`config.mk`:
```
export PLATFORM = sky130hd
export DESIGN_NAME = pmem_responder
export DESIGN_NICKNAME = d
export VERILOG_FILES = /design/src/rtl/pmem_pkg.sv /design/src/rtl/pmem_array.sv /design/src/rtl/pmem_responder.sv
export SDC_FILE = /design/constraint.sdc
export NUM_CORES = 2
export LEC_CHECK = 0
export CORE_MARGIN = 2
export CORE_UTILIZATION = 55
export DETAILED_ROUTE_END_ITERATION = 16
export MAX_ROUTING_LAYER = met4
export PLACE_DENSITY = 0.73
export SKIP_CTS_REPAIR_TIMING = 1
export SYNTH_ARGS = -nofsm -noshare
export SYNTH_HDL_FRONTEND = slang
export SYNTH_SLANG_ARGS = --single-unit
```
`constraint.sdc`:
```
create_clock -name clk -period 15.4 [get_ports clk]
set_input_delay 3.08 -clock clk [delete_from_list [all_inputs] [get_ports clk]]
set_output_delay 3.08 -clock clk [all_outputs]
set_load 0.005 [all_outputs]
```
`src/rtl/pmem_pkg.sv`:
```
// Shared types and constants for the pmem_responder line-memory model.
// Consumed by pmem_array and pmem_responder.
package pmem_pkg;

    localparam int LINE_W   = 256;
    localparam int OFFSET_W = 5;
    localparam int CNT_W    = 8;

    typedef enum logic [1:0] {
        ST_IDLE   = 2'd0,
        ST_ACCESS = 2'd1,
        ST_RESP   = 2'd2
    } state_t;

    typedef enum logic {
        OP_READ  = 1'b0,
        OP_WRITE = 1'b1
    } op_t;

endpackage

```
`src/rtl/pmem_array.sv`:
```
// Line storage: 2**IDX_W lines of LINE_W bits, one synchronous write port,
// one combinational read port. Contents are deliberately not reset.
module pmem_array
    import pmem_pkg::*;
#(
    parameter int IDX_W = 4
) (
    input  logic              clk,
    input  logic              wr_en,
    input  logic [IDX_W-1:0]  wr_idx,
    input  logic [LINE_W-1:0] wr_data,
    input  logic [IDX_W-1:0]  rd_idx,
    output logic [LINE_W-1:0] rd_data
);

    logic [LINE_W-1:0] mem [2**IDX_W];

    always_ff @(posedge clk) begin
        if (wr_en) begin
            mem[wr_idx] <= wr_data;
        end
    end

    assign rd_data = mem[rd_idx];

endmodule

```
`src/rtl/pmem_responder.sv`:
```
// Fixed-latency line memory responder: IDLE -> ACCESS (LATENCY cycles) -> RESP.
// Optional protocol checker driving prot_err is enabled by PMEM_PROTO_CHECK_EN.
module pmem_responder
    import pmem_pkg::*;
#(
    parameter int LATENCY = 8,
    parameter int IDX_W   = 4
) (
    input  logic              clk,
    input  logic              rst,
    input  logic [31:0]       pmem_address,
    input  logic              pmem_read,
    input  logic              pmem_write,
    input  logic [LINE_W-1:0] pmem_wdata,
    output logic [LINE_W-1:0] pmem_rdata,
    output logic              pmem_resp,
    output logic              prot_err
);

    localparam logic [CNT_W-1:0] LOAD = CNT_W'(LATENCY);
    localparam logic [CNT_W-1:0] LAST = CNT_W'(1);

    state_t            state;
    logic [CNT_W-1:0]  cnt;
    logic [IDX_W-1:0]  idx;
    op_t               op;
    logic [LINE_W-1:0] wdata_q;
    logic [LINE_W-1:0] line;
    logic              accept;
    logic              last_access;
    logic              wr_en;

    // Exactly one request is a legal request; both together are refused.
    assign accept      = pmem_read ^ pmem_write;
    assign last_access = (state == ST_ACCESS) && (cnt == LAST);
    // Gated by state, so an asynchronous reset mid-ACCESS can never commit.
    assign wr_en       = last_access && (op == OP_WRITE);

    pmem_array #(
        .IDX_W(IDX_W)
    ) u_array (
        .clk    (clk),
        .wr_en  (wr_en),
        .wr_idx (idx),
        .wr_data(wdata_q),
        .rd_idx (idx),
        .rd_data(line)
    );

    always_ff @(posedge clk or negedge rst) begin
        if (!rst) begin
            state      <= ST_IDLE;
            cnt        <= '0;
            idx        <= '0;
            op         <= OP_READ;
            wdata_q    <= '0;
            pmem_rdata <= '0;
            pmem_resp  <= 1'b0;
        end else begin
            case (state)
                ST_IDLE: begin
                    pmem_resp <= 1'b0;
                    if (accept) begin
                        idx     <= pmem_address[IDX_W+OFFSET_W-1:OFFSET_W];
                        op      <= pmem_write ? OP_WRITE : OP_READ;
                        wdata_q <= pmem_wdata;
                        cnt     <= LOAD;
                        state   <= ST_ACCESS;
                    end
                end
                ST_ACCESS: begin
                    cnt <= cnt - LAST;
                    if (cnt == LAST) begin
                        state     <= ST_RESP;
                        pmem_resp <= 1'b1;
                        if (op == OP_READ) begin
                            pmem_rdata <= line;
                        end
                    end
                end
                ST_RESP: begin
                    pmem_resp <= 1'b0;
                    state     <= ST_IDLE;
                end
                default: begin
                    pmem_resp <= 1'b0;
                    cnt       <= '0;
                    state     <= ST_IDLE;
                end
            endcase
        end
    end

`ifdef PMEM_PROTO_CHECK_EN
    logic [31:0] addr_q;
    logic        held;
    logic        busy;

    assign held = (op == OP_READ) ? pmem_read : pmem_write;
    assign busy = (state == ST_ACCESS) || (state == ST_RESP);

    // Sticky until reset: the requester must hold its request and address
    // stable from acceptance through the response cycle.
    always_ff @(posedge clk or negedge rst) begin
        if (!rst) begin
            addr_q   <= '0;
            prot_err <= 1'b0;
        end else begin
            if ((state == ST_IDLE) && accept) begin
                addr_q <= pmem_address;
            end
            if ((pmem_read && pmem_write) ||
                (busy && (!held || (pmem_address != addr_q)))) begin
                prot_err <= 1'b1;
            end
        end
    end
`else
    assign prot_err = 1'b0;
`endif

endmodule

```
==> tab_implementation.tex <==
\begin{tabular}{lr}
\hline
Metric & Value \\
\hline
\multicolumn{2}{l}{\textbf{Global routing}} \\
Antenna violations before repair & 29 \\
Global-route usage over all layers & about a quarter \\
GRT Residual Overflow & 0 \\
Vias in the first global route & 84600 \\
Global-route wire length before repair & 580000 um \\
Largest net degree at the start of global routing & 155 \\
\multicolumn{2}{l}{\textbf{STA}} \\
Final number of hold-violating endpoints & 0 \\
Final critical delay including setup and external delays & between 7000 and 8000 ps \\
Setup violations, final & 0 \\
Slew Limit Headroom & -0.458\% \\
Final Max Tran Viols & 7 \\
Final-layout setup total negative slack & 0 ps \\
Crit share post-route & between 40\% and 50\% \\
Setup repair after global routing missed its margin & false \\
Measured slew at the worst slew-check pin & 1510 ps \\
Highest attainable clock frequency & about 0.14 GHz \\
Skew final & around 85 ps \\
\multicolumn{2}{l}{\textbf{Run status}} \\
Status & finished with violations \\
Violated checks & slew limit \\
\multicolumn{2}{l}{\textbf{Final layout}} \\
Core utilization of the finished layout & 63.2\% \\
Layout net count & 8427 \\
Share of cells above drive strength 1 & around 28\% \\
Relative area change from synthesis to final layout & 14.5\% \\
\multicolumn{2}{l}{\textbf{Floorplan}} \\
Die footprint & 0.317 mm\^{}2 \\
Core Region & 0.312 mm\^{}2 \\
Placement Rows & $\sim$200 \\
Die outline height & 563 um \\
Number of primary I/O pins & 550 \\
Effective utilization at floorplan & 55.2\% \\
Chip Width & $\sim$560 um \\
\multicolumn{2}{l}{\textbf{Placement}} \\
Detailed placement HPWL & 195000 um \\
Buffers on Ports & between 500 and 600 \\
Gpl congestion & approximately 0.74 \\
\multicolumn{2}{l}{\textbf{Power and ir drop}} \\
Leakage power summed over all cells & roughly 63 nW \\
Power per standard cell area & roughly 190 mW/mm\^{}2 \\
Largest vdd supply drop & $\sim$0.17 mV \\
Final Total Pwr & 0.0369 W \\
\multicolumn{2}{l}{\textbf{Clock tree}} \\
Clock tree from TritonCTS & done \\
Clock tree sinks & approximately 4600 \\
Clock slew at reported path FFs & 70 ps \\
H-tree depth & 5 \\
Max Buffers Root-to-Sink & 4 \\
TritonCTS buffer count & 441 \\
Worst-skew pair later-pin latency & 990 ps \\
CTS root buffer & sky130\_fd\_sc\_hd\_\_clkbuf\_16 \\
\multicolumn{2}{l}{\textbf{Routing}} \\
Number of nets with antenna violations after detailed routing & 0 \\
Detailed-router iteration count before antenna repair & 6 \\
Count of routing violations after the opening detailed-route iteration & around 10000 \\
Detailed-route vias per instance & 6.45 \\
Detailed Route WL & 400000 um \\
DRC viols & 0 \\
Detailed-route wire length per cell & 31.5 um \\
Overall via count from detail\_route & 81800 \\
\multicolumn{2}{l}{\textbf{Worst setup path}} \\
Slowest cell on crit path & sky130\_fd\_sc\_hd\_\_buf\_4 \\
Peak per-stage delay on the critical path & between 800 and 900 ps \\
Data arrival time of the worst path & 7810 ps \\
Max Fanout on Critical Path & 47 \\
WP data required & 16200 ps \\
Capturing element type of the critical path & flop \\
Crit path top cell by count & sky130\_fd\_sc\_hd\_\_buf\_4 \\
Kind of start point of the critical path & flop \\
Category of the critical setup timing path & flop to flop \\
Cell family with most CP delay & buffers and inverters \\
Combined buffer and inverter count along the critical path & 6 \\
Worst-path cell chain & buf\_4, buf\_4, buf\_4, buf\_4, buf\_4, buf\_4, mux4\_2, mux2\_2, o22ai\_1, a21oi\_1 \\
\multicolumn{2}{l}{\textbf{Synth}} \\
Yosys warns & 0 \\
Dominant synthesized flop cell & sky130\_fd\_sc\_hd\_\_edfxtp\_1 \\
Share of the synthesized netlist area taken by xor and xnor gates & 0.0102\% \\
Syn Std Cell Area & 0.172 mm\^{}2 \\
Seq/Total Area, Yosys & 79.2\% \\
Average cell area after synthesis & $\sim$23 um\^{}2 \\
Compound-Gate Fraction of Synth Area & 2.67\% \\
Synthesized net count & 7739 \\
Share of synthesized cell area in full adder, half adder and majority cells & 0.0145\% \\
Post-synthesis instance total & approximately 7400 \\
Multiplexer fraction of the synthesized cell area & 16.8\% \\
Async set-reset flop share out of synthesis & 11.4\% \\
Count of flip-flops with a built-in enable after synthesis & 4096 \\
Area share of and/or/nand/nor cells after synthesis & less than 1\% \\
Main combinational cell family by area after synthesis & multiplexers \\
Number of register bits inferred by synthesis & 4624 \\
Unique masters post-synth & 36 \\
\multicolumn{2}{l}{\textbf{Hold path}} \\
Hold Crit Class & flop to flop \\
\multicolumn{2}{l}{\textbf{Flow run}} \\
Max-cap violation count & 0 \\
\hline
\end{tabular}
## layout make-up
class                   instances  area [um^2]
flip-flops and latches       4624       136000
fillers                     20000       115000
multi-input cells            2383        33900
clock buffers                 599        12200
repair buffers                677         6730
well taps                    4140         5180
clock inverters               231         2720
diodes                         23         57.6
inverters                       6         22.5
## path summary, 6_finish.rpt
check | end | cells after the start | startpoint | slack, ps
min in group asynchronous | wdata_q[91] | 1 | rst | 2110
setup reg to reg | pmem_rdata[66] | 10 | idx[2] | 8390
setup / recovery | pmem_rdata[66] | 10 | idx[2] | 8390
hold / removal | cnt[7] | 1 | cnt[7] | 520
max in group asynchronous | pmem_rdata[8] | 4 | rst | 10220
hold reg to reg | cnt[7] | 1 | cnt[7] | 520
## flip-flops by register name (all words and copies together) (netlist names)
| signal | flops |
|---|---|
| u_array.mem | 4096 |
| idx | 4 |
| cnt | 8 |
| pmem_rdata | 256 |
| wdata_q | 256 |
| op | 1 |
| pmem_resp | 1 |
| state | 2 |
## synth_stat cells (2+ instances only)
master,instances,area (um^2)
sky130_fd_sc_hd__nand2b_1,3,18.8
sky130_fd_sc_hd__buf_6,33,372
sky130_fd_sc_hd__dfrtp_1,528,13200
sky130_fd_sc_hd__mux2_2,517,5820
sky130_fd_sc_hd__nor3b_1,2,15.0
sky130_fd_sc_hd__nor2_1,18,67.6
sky130_fd_sc_hd__buf_4,6,45.0
sky130_fd_sc_hd__buf_1,35,131
sky130_fd_sc_hd__inv_1,6,22.5
sky130_fd_sc_hd__mux4_2,1024,23100
sky130_fd_sc_hd__edfxtp_1,4096,123000
sky130_fd_sc_hd__nand2_1,8,30.0
sky130_fd_sc_hd__xor2_1,2,17.5
sky130_fd_sc_hd__o22ai_1,512,3200
sky130_fd_sc_hd__o21ai_0,10,50.1
sky130_fd_sc_hd__ha_1,2,25.0
sky130_fd_sc_hd__buf_2,123,616
sky130_fd_sc_hd__clkbuf_1,235,882
sky130_fd_sc_hd__nand3_1,3,15.0
sky130_fd_sc_hd__nor2b_1,5,31.3
sky130_fd_sc_hd__nand3b_1,2,15.0
sky130_fd_sc_hd__a31oi_1,2,12.5
sky130_fd_sc_hd__a21oi_1,260,1300
## metal layers
layer	GRT usage (%)	vias up	part of all wire (%)
li1	-	33000	-
met4	6.73	0	2.4
met2	41.1	4256	50
met3	4.34	597	9.1
met5	-	-	0
met1	35.4	44000	39
## cell families (layout without fill, tap and decap cells)
logic type,after synthesis,after routing
multiplexers,1541,1541
adder cells (fa/ha/maj),2,2
buffers and inverters,438,1513
flip-flops,4624,4624
XOR/XNOR,2,2
AO/OA/AOI/OAI,788,788
other,1,24
AND/OR/NAND/NOR,49,49
## where the power goes
group	switching, W	internal [W]	leakage, nW
Clock	0.00469	0.00627	7.31
Sequential	0.00192	0.0160	43.3
Combinational	0.00370	0.00424	12.6
## layout by cell type, fill, tap and decap left out, types with 27 or more instances in the layout
master	instances
sky130_fd_sc_hd__clkbuf_16	441
sky130_fd_sc_hd__clkdlybuf4s50_1	519
sky130_fd_sc_hd__mux4_2	1024
sky130_fd_sc_hd__clkinv_1	55
sky130_fd_sc_hd__buf_4	130
sky130_fd_sc_hd__o22ai_1	512
sky130_fd_sc_hd__bufinv_16	39
sky130_fd_sc_hd__edfxtp_1	4096
sky130_fd_sc_hd__buf_12	27
sky130_fd_sc_hd__clkbuf_8	61
sky130_fd_sc_hd__clkbuf_1	97
sky130_fd_sc_hd__mux2_2	517
sky130_fd_sc_hd__dfrtp_1	525
sky130_fd_sc_hd__a21oi_1	260
sky130_fd_sc_hd__clkinv_2	91
## through the flow
stage,hold slack (ps),std cells,instance area [um^2],setup WS (ps)
floorplan,464,7445,172000,1860
global route,542,12700,197000,7590
CTS,515,12700,197000,8080
global placement,486,11800,182000,7890
detailed placement,506,11800,182000,7840
finish,520,12700,197000,8390
Note: power is estimated with default switching activity, not from simulation.
